File: src/rtl/dac_interp_linear.sv
// Linear interpolator: stretches each low-rate signed sample over 2**OSR_LOG2
// clk cycles by ramping from the previous sample to the current one.
// Ports:
//   clk, rst_n_i (sync, active-low)
//   s_valid_i / s_data_i / s_ready_o : low-rate sample input handshake
//   dac_o       : interpolated sample, one per clk
//   seg_start_o : one-cycle pulse when a new segment is loaded
//   underrun_o  : sticky flag, no sample ready at segment end
module dac_interp_linear #(
   parameter int BW       = 16,
   parameter int OSR_LOG2 = 6
) (
   input  logic                 clk,
   input  logic                 rst_n_i,
   input  logic                 s_valid_i,
   input  logic signed [BW-1:0] s_data_i,
   output logic                 s_ready_o,
   output logic signed [BW-1:0] dac_o,
   output logic                 seg_start_o,
   output logic                 underrun_o
);

   localparam int W = BW + 1 + OSR_LOG2;

   typedef enum logic {
      IDLE,
      RUN
   } state_e;

   state_e                state_q, state_d;
   logic [OSR_LOG2-1:0]   phase_q, phase_d;
   logic signed [BW-1:0]  prev_q, prev_d;
   logic signed [BW-1:0]  curr_q, curr_d;
   logic signed [BW-1:0]  hold_q, hold_d;
   logic                  full_q, full_d;
   logic signed [BW-1:0]  dac_q, dac_d;
   logic                  seg_q, seg_d;
   logic                  und_q, und_d;

   logic                  accept;
   logic                  wrap;

   logic signed [BW:0]    diff;
   logic signed [W-1:0]   diff_x;
   logic signed [W-1:0]   ph_x;
   logic signed [W-1:0]   base;
   logic signed [W-1:0]   prod;
   logic signed [W-1:0]   sum;
   logic [OSR_LOG2:0]     sum_unused;

   assign accept = s_valid_i & ~full_q;
   assign wrap   = (phase_q == '1);

   // prev*OSR + (curr-prev)*phase, wide enough that no input pair overflows
   assign diff   = {curr_q[BW-1], curr_q} - {prev_q[BW-1], prev_q};
   assign diff_x = {{OSR_LOG2{diff[BW]}}, diff};
   assign ph_x   = {{(BW + 1){1'b0}}, phase_q};
   assign base   = {prev_q[BW-1], prev_q, {OSR_LOG2{1'b0}}};
   assign prod   = diff_x * ph_x;
   assign sum    = base + prod;

   // Taking bits above OSR_LOG2 is an arithmetic shift (floor); the result
   // is known to fit BW bits, so the top bit is redundant.
   assign sum_unused = {sum[W-1], sum[OSR_LOG2-1:0]};

   always_comb begin
      state_d = state_q;
      phase_d = phase_q;
      prev_d  = prev_q;
      curr_d  = curr_q;
      hold_d  = hold_q;
      full_d  = full_q;
      und_d   = und_q;
      seg_d   = 1'b0;
      dac_d   = '0;
      unique case (state_q)
         IDLE: begin
            if (accept) begin
               curr_d  = s_data_i;
               prev_d  = '0;
               phase_d = '0;
               seg_d   = 1'b1;
               state_d = RUN;
            end
         end
         RUN: begin
            dac_d   = sum[OSR_LOG2+BW-1:OSR_LOG2];
            phase_d = phase_q + 1'b1;
            if (wrap) begin
               seg_d  = 1'b1;
               prev_d = curr_q;
               if (full_q) begin
                  curr_d = hold_q;
                  full_d = 1'b0;
               end else if (accept) begin
                  // bypass: sample lands straight in curr
                  curr_d = s_data_i;
               end else begin
                  und_d = 1'b1;
               end
            end else if (accept) begin
               hold_d = s_data_i;
               full_d = 1'b1;
            end
         end
         default: state_d = IDLE;
      endcase
   end

   always_ff @(posedge clk) begin
      if (!rst_n_i) begin
         state_q <= IDLE;
         phase_q <= '0;
         prev_q  <= '0;
         curr_q  <= '0;
         hold_q  <= '0;
         full_q  <= 1'b0;
         dac_q   <= '0;
         seg_q   <= 1'b0;
         und_q   <= 1'b0;
      end else begin
         state_q <= state_d;
         phase_q <= phase_d;
         prev_q  <= prev_d;
         curr_q  <= curr_d;
         hold_q  <= hold_d;
         full_q  <= full_d;
         dac_q   <= dac_d;
         seg_q   <= seg_d;
         und_q   <= und_d;
      end
   end

   assign s_ready_o   = ~full_q;
   assign dac_o       = dac_q;
   assign seg_start_o = seg_q;
   assign underrun_o  = und_q;

endmodule

File: config.mk
export PLATFORM = sky130hd
export DESIGN_NAME = dac_interp_linear
export DESIGN_NICKNAME = d
export VERILOG_FILES = /design/src/rtl/dac_interp_linear.sv
export SDC_FILE = /design/constraint.sdc
export NUM_CORES = 1
export LEC_CHECK = 0
export CAP_MARGIN = 0
export CORE_MARGIN = 3
export CORE_UTILIZATION = 24
export CTS_CLUSTER_DIAMETER = 120
export DETAILED_ROUTE_END_ITERATION = 10
export HOLD_SLACK_MARGIN = 0.06
export PLACE_DENSITY_LB_ADDON = 0.25
export SYNTH_ARGS = -nofsm -noshare
export SYNTH_HDL_FRONTEND = slang
export SYNTH_SLANG_ARGS = --single-unit
File: constraint.sdc
create_clock -name clk -period 7.4 [get_ports clk]
set_clock_uncertainty 0.15 [all_clocks]
set_input_delay 2.22 -clock clk [delete_from_list [all_inputs] [get_ports clk]]
set_output_delay 2.22 -clock clk [all_outputs]
set_load 0.02 [all_outputs]
==> flow_metrics.tcl <==
set metrics [dict create \
    synthMuxAreaShare_pct 0.140 \
    r2r_cells 25 \
    r2r_setup_slack_ps 520 \
    cp_max_fo 6 \
    synth_area_leaders "fa_1 (23%), dfxtp_1 (21%), ha_1 (11%)" \
    syn_inst 806 \
    path_clk_slew_ps 70 \
    final_util_pct 28.3 \
    ir_drop_v 0.000113 \
    synthAdderAreaFrac_pct 33.3 \
    finalPower_uw 1150 \
    die_y_um 179 \
    worstMarginPinSlew_ps 1290 \
    placed_area_um2 7950 \
    track_usage_pct 10.6 \
    fin_crit_ps 6880 \
    dieArea_um2 31900 \
    hold_viol 0 \
    path_delay_family "adder cells" \
    layout.nets 992 \
    grt_pass1_wl_um 27400 \
    start_kind "flop" \
    syn-num-nets 967 \
    routedWlPerCell_um 13.0 \
    netlist_top_cells_count "inv_1 (131), nand2_1 (86), fa_1 (81)" \
    drt-met1-wl_um 8990 \
    routed_via_density 4.21 \
    grt_start_max_net_pins 59 \
    drc 0 \
    grt_pass1_vias 5285 \
    relSlewSlack_pct 13.9 \
    synthSimpleGateAreaFrac_pct 17.6 \
    cp.arrival_ps 7000 \
    yosysSeqAreaShare_pct 20.7 \
    power_switching_share_pct 33.2 \
    cp_data_required_time_ps 7520 \
    top_layer_used "met4" \
    overflow 0 \
    power.net_switching_uw 382 \
    num_rows 62 \
    synth-xor-area-share_pct 4.33 \
    leakage_uw 0.00345 \
    crit_path_end_kind "flop" \
    synth_cell_types 57 \
    critical_path.max_stage_delay_ps 580 \
    dieWidth_um 179 \
    diodes 0 \
    rsz0062_at_grt "no" \
    wl_met3_um 562 \
    setup_viol 0 \
    cts.htree.levels 3 \
    r2r_end "dac_o[15]" \
    synth_top_family_by_area "adder cells" \
    yosys.area.top_type "fa_1" \
    synth.most_common_cell "inv_1" \
    whs_endpoint "hold_q[1]" \
    drive_above_1_share_pct 6.11 \
    drt_iter0_drc 254 \
    clockBufferDepth 2 \
    tritoncts "built" \
    criticalPathCategory "reg -> reg" \
    avgSynthCellArea_um2 8.88 \
    worst-path-buf-inv 4 \
    stdcell_area_um2 8220 \
    ys_ff_latch 74 \
    io_pins 38 \
    holdCritStartpoint "hold_q[1]" \
    clk-insertion-delay-late_ps 340 \
    start_util_pct 24.6 \
    gp_congestion 0.834 \
    cts_num_sinks 74 \
    core_um2 29100 \
    hold_path_class "reg -> reg" \
    async_flop_share_pct 0 \
    area_growth_pct 14.8 \
    r2r-start "prev_q[1]" \
    synth_edf_count 0 \
    holdPathStages 2 \
    fillers 3132 \
    pwr-share-clk_pct 35.2 \
    cellPowerDensity_nw_per_um2 140 \
    syn-cell-area_um2 7160 \
    timing.fmax_ghz 0.145 \
    wl_met2_um 6190 \
    seqPwrFrac_pct 37.6 \
    vias 5129 \
    ctsHoldBuffers 0 \
    port_buffers 37 \
    fin_setup_tns_ps 0 \
    status "finished clean" \
    numCtsBuffers 9 \
    drt-pass1-iter-count 5 \
    hpwlAfterDp_um 12500 \
    yosys.area.top_type_share_pct 22.6 \
    antenna_found_initial 0 \
    ctsRootBufferMaster "clkbuf_16" \
    maxSlewViolCount 0 \
    synth-compound-area-share_pct 15.5 \
    fin_crit_sh_pct 93.0 \
    drtAntennaViolNets 0 \
    maxCapViolations 0 \
    pwr-share-comb_pct 27.2 \
    p_int_uw 767 \
    yosys_warnings 0 \
    routed_wl_um 15900 \
    slowest_stage "fa_1" \
    synth_ff_type "dfxtp_1" \
]
## through the flow
| stage | hold slack (ps) | instances | setup WS, ps |
|---|---|---|---|
| floorplan | 294 | 806 | 1180 |
| global placement | 300 | 1204 | 542 |
| detailed placement | 308 | 1204 | 411 |
| CTS | 317 | 1219 | 409 |
| global route | 346 | 1219 | 8.83 |
| finish | 315 | 1219 | 518 |
## timing repair
action,in CTS,in global routing
gates resized for setup,0,1
setup endpoints to repair,0,2
setup buffers,0,0
## cells by family after synthesis
kind of cell	after synthesis
fa+ha+maj	142
compound gates	146
mux	1
buf+inv	160
xor+xnor	33
simple gates	250
flops	74
## sequential cells by signal, indices dropped and copies added, names as in the netlist
| register | count |
|---|---|
| curr_q | 16 |
| dac_o | 16 |
| full_q | 1 |
| hold_q | 16 |
| phase_q | 6 |
| prev_q | 16 |
| seg_start_o | 1 |
| state_q | 1 |
| underrun_o | 1 |
## power groups by stage
stage               Sequential, µW  Clock, µW  Combinational [µW]
CTS                            432        420                 318
finish                         432        404                 313
floorplan                      435          0                 231
detailed placement             441          0                 316
global placement               441          0                 316
global route                   435        437                 358
## per-layer routing
layer  vias up  global-route usage [%]
met4         0                    1.59
met5         -                       0
met1      2386                    16.6
met2        72                    15.1
met3         9                    2.16
li1       2662                       -
## cells in the final DEF, fill, tap and decap left out, types with 3 or more instances in the layout
cell,n
clkinvlp_4,3
a22oi_1,16
clkdlybuf4s50_1,37
buf_4,5
o22a_1,16
inv_1,131
xor2_1,9
dfxtp_1,74
o21a_1,9
nor2b_1,36
a21oi_1,21
o21ai_0,20
a31oi_1,4
nand3_1,3
o221a_2,16
fa_1,81
nor2_1,42
o21bai_1,5
ha_1,61
nor3_1,8
nand2_1,86
and2_1,57
clkbuf_16,9
a21boi_0,17
xnor2_1,22
## how the worst max path moves through the flow
| stage | cells after the start | slack, ps | end | from |
|---|---|---|---|---|
| 6_report | 25 | 520 | dac_o[15] | prev_q[1] |
| 3_3_place_gp | 25 | 540 | dac_o[15] | prev_q[1] |
| 2_1_floorplan | 26 | 1180 | dac_o[15] | prev_q[1] |
| 3_5_place_dp | 25 | 410 | dac_o[15] | prev_q[1] |
| 4_1_cts | 25 | 410 | dac_o[15] | prev_q[1] |
| 5_1_grt | 25 | 9 | dac_o[15] | prev_q[1] |
## worst register-to-register path: stages (launching register included)
cell       delay, ps
dfxtp_1          410
inv_1            110
ha_1             280
nor2b_1          120
o21a_1           140
o21ai_1          100
a311oi_1         490
or3_1            180
a21oi_1           70
xnor2_1          460
nand2_1          160
fa_1             580
inv_1             60
fa_1             460
fa_1             540
inv_1             50
fa_1             520
inv_1             40
ha_1             320
and3_1           180
a31oi_1          210
nor3_1           100
a2111oi_2        520
a21oi_2          120
xnor3_1          350
nor2_1            80
## layout make-up
type	instances	area, µm²	share of cell area (%)
clock buffers	9	225	2.74
clock inverters	6	45.0	0.548
inverters	132	495	6.03
multi-input cells	572	5090	61.9
flip-flops and latches	74	1480	18.0
well taps	384	480	5.84
repair buffers	42	408	4.96
No activity file was read; power rests on OpenSTA's default activity.
